--- src/rtl/seg7_scan_ctrl.sv ---
// Multiplexed 7-segment scan controller: GAP/ON slot FSM, one frame-aligned display update per frame.
// Optional build macro SEG7_LEADING_ZERO_BLANK_EN blanks digits above the most significant nonzero digit.
module seg7_scan_ctrl #(
    parameter int NUM_DIGITS = 4,
    parameter int SCAN_DIV   = 1000,
    parameter int GAP_CYC    = 2
) (
    input  logic                    clk,
    input  logic                    rst_n,
    input  logic                    load_valid,
    output logic                    load_ready,
    input  logic [4*NUM_DIGITS-1:0] load_data,
    output logic [3:0]              bcd_out,
    input  logic [6:0]              seg_in,
    output logic [6:0]              seg_out,
    output logic [NUM_DIGITS-1:0]   dig_en
);

    localparam int CNT_MAX = (SCAN_DIV > GAP_CYC) ? SCAN_DIV : GAP_CYC;
    localparam int CW      = (CNT_MAX > 1) ? $clog2(CNT_MAX) : 1;
    localparam int IW      = $clog2(NUM_DIGITS);

    localparam logic [CW-1:0] GAP_LAST = CW'(GAP_CYC - 1);
    localparam logic [CW-1:0] ON_LAST  = CW'(SCAN_DIV - 1);
    localparam logic [IW-1:0] IDX_LAST = IW'(NUM_DIGITS - 1);

    typedef enum logic {GAP, ON} state_t;

    state_t                  state;
    logic [CW-1:0]           cnt;
    logic [IW-1:0]           idx;
    logic [4*NUM_DIGITS-1:0] disp;
    logic [4*NUM_DIGITS-1:0] pend;
    logic                    pend_valid;

    logic [IW-1:0]           nxt_idx;
    logic                    frame_end;
    logic [4*NUM_DIGITS-1:0] disp_next;
    logic [NUM_DIGITS-1:0]   lit;

    assign load_ready = ~pend_valid;
    assign nxt_idx    = (idx == IDX_LAST) ? '0 : idx + IW'(1);
    assign frame_end  = (state == ON) && (cnt == ON_LAST) && (idx == IDX_LAST);
    // Digit 0 of the next frame must come from the value that frame will display.
    assign disp_next  = (frame_end && pend_valid) ? pend : disp;
    // Lit only while an enable is on, so gaps and blanked slots stay dark.
    assign seg_out    = (|dig_en) ? seg_in : 7'd0;

`ifdef SEG7_LEADING_ZERO_BLANK_EN
    always_comb begin
        lit = '0;
        for (int k = 0; k < NUM_DIGITS; k++)
            lit[k] = (k == 0) || (|(disp >> (4 * k)));
    end
`else
    assign lit = '1;
`endif

    always_ff @(posedge clk or negedge rst_n) begin
        if (!rst_n) begin
            state      <= GAP;
            cnt        <= '0;
            idx        <= '0;
            disp       <= '0;
            pend       <= '0;
            pend_valid <= 1'b0;
            bcd_out    <= 4'd0;
            dig_en     <= '0;
        end else begin
            if (load_valid && !pend_valid) begin
                pend       <= load_data;
                pend_valid <= 1'b1;
            end
            case (state)
                GAP: begin
                    if (cnt == GAP_LAST) begin
                        state  <= ON;
                        cnt    <= '0;
                        dig_en <= (NUM_DIGITS'(1) << idx) & lit;
                    end else begin
                        cnt <= cnt + CW'(1);
                    end
                end
                ON: begin
                    if (cnt == ON_LAST) begin
                        state   <= GAP;
                        cnt     <= '0;
                        dig_en  <= '0;
                        idx     <= nxt_idx;
                        bcd_out <= disp_next[{nxt_idx, 2'b00} +: 4];
                        if (frame_end && pend_valid) begin
                            disp       <= pend;
                            pend_valid <= 1'b0;
                        end
                    end else begin
                        cnt <= cnt + CW'(1);
                    end
                end
                default: state <= GAP;
            endcase
        end
    end

endmodule

--- config.mk ---
export PLATFORM = sky130hd
export DESIGN_NAME = seg7_scan_ctrl
export DESIGN_NICKNAME = d
export VERILOG_FILES = /design/src/rtl/seg7_scan_ctrl.sv
export SDC_FILE = /design/constraint.sdc
export NUM_CORES = 1
export LEC_CHECK = 0
export ABC_AREA = 1
export ABC_CLOCK_PERIOD_IN_PS = 2200
export BUFFER_PORTS_ARGS = -buffer_cell sky130_fd_sc_hd__buf_2
export CORE_MARGIN = 2
export CORE_UTILIZATION = 54
export DETAILED_ROUTE_END_ITERATION = 8
export GPL_ROUTABILITY_DRIVEN = 0
export PLACE_DENSITY = 0.78
export SLEW_MARGIN = 20
export SYNTH_ARGS = -nofsm -noshare
export SYNTH_HDL_FRONTEND = slang
export SYNTH_SLANG_ARGS = --single-unit
export TNS_END_PERCENT = 10
--- constraint.sdc ---
create_clock -name clk -period 2.2 [get_ports clk]
set_input_delay 0.44 -clock clk [delete_from_list [all_inputs] [get_ports clk]]
set_output_delay 0.44 -clock clk [all_outputs]
set_load 0.005 [all_outputs]
# == Yosys cells after proc, flatten, opt, wreduce, memory -nomap -nowiden ==
# Index checks and enable logic that the tools add are counted.
# word_totals
register_bits,54
latch_bits,0
mem_bits_rw,0
romBits,0
in_bits,26
out_inout_bits,16
word_cells,43
n_memories,0
# classes
add_sub_neg,2
n_mul,0
n_div,0
order_cmp,0
n_eq_ne,5
shift,2
muxes,16
bitwise_logic,2
n_reduce_logical,8
# ops
cell,count
2-to-1 mux 10 bit,2
case mux 10 bit (2 select lines),1
2-to-1 mux 16 bit,1
indexed part select 16 x 5 -> 4 bit,1
"adder 10 x 1 -> 10 bit, second input constant",1
"== test 10 x 1 -> 1 bit, second input constant",1
"== test 10 bit, second input constant",1
2-to-1 mux 4 bit,2
case mux 4 bit (2 select lines),1
2-to-1 mux 7 bit,1
2-to-1 mux 1 bit,6
logical AND 1 bit,4
AND reduction 2 bit,2
OR reduction 4 bit,1
"<< shifter 1 x 2 -> 4 bit, first input constant",1
"adder 2 x 1 -> 2 bit, second input constant",1
"== test 2 bit, second input constant",1
2-to-1 mux 2 bit,1
"inequality test 2 x 1 -> 1 bit, second input constant",1
"inequality test 2 bit, second input constant",1
inverter 1 bit,2
case mux 1 bit (2 select lines),1
zero test 1 bit,1

# == Logic depth before layout (Yosys ltp) ==
# logic_depth
ltp_word,7
mapped_depth,13

# == Least setup slack after synthesis ==
# Ideal clock, no wire load.
# synth_timing
kind,reg-to-reg
from,register cnt[0]
to,register bcd_out[2]
setup_ns,0.116
arrival_time_ns,1.595
t_required_ns,2.084
path_slack_ns,0.489
stages_incl_launch_ff,14
n_path_buf,1
period_less_slack_ns,1.711
path_cell_list,dfrtp_1 > ha_1 > nand2_2 > nor2_2 > nand2_2 > nor2_8 > nand3_4 > buf_6 > nand2_2 > nand3_1 > nand3_1 > nand2_1 > nand2_1 > nand2_1
# synth_via
elab_chain_len,6
elab_cells_between_ends,7
classes_between,eq/ne: 1; shift: 1; mux: 1; reduce/logical: 4
# synth_rtl
item,line_no,text
start: declaration,30,logic [CW-1:0] cnt;
start signal: assignment,81,cnt <= cnt + CW'(1);
start signal: assignment,96,cnt <= cnt + CW'(1);
== test 10 bit (*),"43, 85",
logical AND 1 bit (2 in series),43,assign frame_end = (state == ON) && (cnt == ON_LAST) && (idx == IDX_LAST);
logical AND 1 bit,45,assign disp_next = (frame_end && pend_valid) ? pend : disp;
2-to-1 mux 16 bit,--,
indexed part select 16 x 5 -> 4 bit,90,"bcd_out <= disp_next[{nxt_idx, 2'b00} +: 4];"
end signal: assignment,90,
end: declaration,13,"output logic [3:0] bcd_out,"
# Every way passes the cells marked *; elsewhere a longest branch is shown, timed or not.
# A chain may end at the register's enable or synchronous reset.

# == Worst setup path in the final report ==
# layout_timing
from,register cnt[0]
to,register bcd_out[1]
# The elaborated chain is that of the path after synthesis.

==> qor.txt <==
Max-Slew Margin vs Limit: 55.6%
FFs w/ async S/R, synth: 100%
cts-stage hold buffer count: 0
Data arrival, critical path: 2.13 ns
filler cell count: 384
# nets final: 363
Distinct cells, synth: 26
number of pins exceeding their max-slew limit in the final report: 0
top_reg_cell synth: sky130_fd_sc_hd__dfrtp_1
Setup Fix Bufs, Post-CTS: 0
total global routing track utilization: 20.8%
CTS tree: built
number of levels in the clock H-tree: 2
latest clock arrival within the worst-skew pair: 0.31 ns
result of the run: completed
number of antenna violations at the first check in global routing: 0
number of clock sinks: 54
setup skew after layout: 0.0113 ns
sequential element share of the synthesized area: 52.4%
synthesized area: 0.00258 mm^2
DRC violations left: 0
CP endpoint kind: flip-flop
Syn-to-layout area delta: 15.9%
footprint of the flip-flops and latches: 0.00135 mm^2
power density over cell area: 597 mW/mm^2
gate count after technology mapping: 282
number of cells after detailed placement: 378
area share of the leading cell type in the synthesized netlist: 52.4%
root cell of the clock tree: sky130_fd_sc_hd__clkbuf_8
average wire length per cell after detail routing: 13.4 um
pin count of the biggest net entering global routing: 33
fraction of layout instances using a drive strength above 1: 25.7%
cell repeated most along the worst path: sky130_fd_sc_hd__nand2_1
via count of the first global-routing pass: 1876
number of enable flip-flop cells after synthesis: 0
1st-pass router iterations: 4
Gates resized, CTS repair: 0
multi-input logic area: 0.00108 mm^2
starting density of the core: 55.4%
static leakage: 1.64 nW
clock slew seen by the registers of the worst setup and hold paths: 0.10 ns
CORE AREA: 0.00466 mm^2
via count normalized by instance count: 5.23
dominant cell type by area after synthesis: sky130_fd_sc_hd__dfrtp_1
Die X: 73.1 um
TritonCTS buffer count: 5
final number of hold-violating endpoints: 0
class of the tightest hold or removal check: input pin to async pin
top cells by area in the synthesized netlist: sky130_fd_sc_hd__dfrtp_1, sky130_fd_sc_hd__nand2_1, sky130_fd_sc_hd__mux2_2
Slowest Stage Delay on Critical Path: 0.41 ns
final non-filler cell total: 385
maximum fanout along the worst path: 16
f_max: 534 MHz
final WL: 5160 um
period utilisation layout: 85.1%
# rows: 25
transition at the pin with the smallest max-transition slack: 0.663 ns
final worst path period need: 1.87 ns
I/O Pins: 42
Syn Nets: 314
TNS Setup: 0 ns
worst-case clock buffer depth: 2
count of vias placed by the detailed router: 2013
wire length of the first global-routing pass: 8460 um
residual antenna-violating net count after detailed routing: 0
flop and latch count out of synthesis: 54
Max Cap Viol: 0
post-detailed-placement half-perimeter wirelength: 3890 um
1st-iter DRT viols: 189
Max VDD drop: 436 uV
count of inserted antenna diode cells: 0
Warnings, synthesis: 0
Buffers on Ports: 41
startpoint type of the worst setup path: flip-flop
cell-by-cell trace of the critical path: ha_1 > nand2_2 > nor2_2 > nand2_2 > nor2_8 > buf_4 > nand4_1 > nand3_1 > nand3_1 > nand2_1 > nand2_1 > nand2_1
commonest cells after routing, fill and taps aside: sky130_fd_sc_hd__nand2_1, sky130_fd_sc_hd__dfrtp_1, sky130_fd_sc_hd__buf_2
total of endpoints with negative setup slack in the final report: 0
die height: 73.1 um
critical path type: flip-flop to flip-flop
master of the slowest instance on the critical path: sky130_fd_sc_hd__dfrtp_1
Die Outline Area: 0.00535 mm^2
gr ovfl total: 0
most common library cell in the layout ignoring fill and taps: sky130_fd_sc_hd__nand2_1
setup repair after global routing missed its margin: no
worst path required time: 2.46 ns
syn_area_per_cell: 9.15 um^2
[sequential cells by signal, summed over array words and instances (netlist names)]
register    flops
cnt            10
state           1
pend_valid      1
dig_en          4
disp           16
pend           16
bcd_out         4
idx             2
[cells in the mapped netlist (2+ instances only)]
master / count
sky130_fd_sc_hd__nor4_1: 4
sky130_fd_sc_hd__nand2_2: 7
sky130_fd_sc_hd__ha_1: 6
sky130_fd_sc_hd__o21ai_0: 8
sky130_fd_sc_hd__inv_2: 2
sky130_fd_sc_hd__dfrtp_1: 54
sky130_fd_sc_hd__nand2_1: 64
sky130_fd_sc_hd__mux2_2: 16
sky130_fd_sc_hd__nand4_1: 20
sky130_fd_sc_hd__nand3_1: 27
sky130_fd_sc_hd__nor2_1: 21
sky130_fd_sc_hd__clkbuf_1: 4
sky130_fd_sc_hd__nor3_1: 6
sky130_fd_sc_hd__inv_1: 28
sky130_fd_sc_hd__a21oi_1: 4
[cell type report]
cell class                      instances  share of cell area (%)
Clock buffer                            5                    2.30
Timing Repair Buffer                   48                    9.03
Inverter                               31                    3.89
Sequential cell                        54                    45.2
Multi-Input combinational cell        191                    36.1
Tap cell                               54                    2.26
Clock inverter                          2                    1.30
[cells by family (layout without fill, tap and decap cells)]
group,Yosys count,after routing,share of synthesized area (%)
XOR/XNOR,1,1,0.339
flip-flops,54,54,52.4
buffers and inverters,37,86,5.82
AO/OA/AOI/OAI,14,14,3.10
multiplexers,16,16,6.98
adder cells (fa/ha/maj),6,6,2.91
AND/OR/NAND/NOR,154,154,28.5
[worst paths after layout]
path,start,end,slack [ns],cells past startpoint
max in group asynchronous,rst_n,cnt[5]$_DFF_PN0_,1.55,2
setup / recovery,cnt[0]$_DFF_PN0_,bcd_out[1]$_DFFE_PN0N_,0.33,12
min in group clk,load_valid,pend_valid$_DFF_PN0_,0.35,2
setup reg to reg,cnt[0]$_DFF_PN0_,bcd_out[1]$_DFFE_PN0N_,0.33,12
hold reg to reg,disp[11]$_DFFE_PN0N_,disp[11]$_DFFE_PN0N_,0.48,2
hold / removal,rst_n,disp[14]$_DFFE_PN0N_,0.09,1
[metrics by stage]
| step | utilization (%) | setup WS (ns) | cell area, um^2 | hold WS (ns) | total power [mW] |
|---|---|---|---|---|---|
| global route | 64.2 | 0.149 | 2990 | 0.128 | 1.86 |
| finish | 64.2 | 0.328 | 2990 | 0.0893 | 1.79 |
| global placement | 61.9 | 0.381 | 2890 | 0.449 | 1.15 |
| CTS | 64.2 | 0.324 | 2990 | 0.107 | 1.80 |
| detailed placement | 61.9 | 0.350 | 2890 | 0.449 | 1.16 |
| floorplan | - | 0.489 | 2580 | 0.144 | 1.09 |
[layer usage]
metal	routed length, um	track usage (%)	vias up
li1	-	-	1031
met1	2420	29.3	913
met2	2330	31.7	60
met3	304	3.73	9
met4	107	9.05	0
met5	0	0	-
[critical path, delay by kind of cell, from the launching register on]
family                   cells  cell delay, ns
AND/OR/NAND/NOR             10            1.01
flip-flops                   1            0.41
adder cells (fa/ha/maj)      1            0.22
buffers and inverters        1            0.20
[report_power, final]
group,total (mW),internal (mW),switching (mW)
registers,1.05,1.03,0.0212
clock network,0.650,0.335,0.315
logic,0.0885,0.0496,0.0390
total,1.79,1.41,0.376
(Power assumes the default switching activity.)
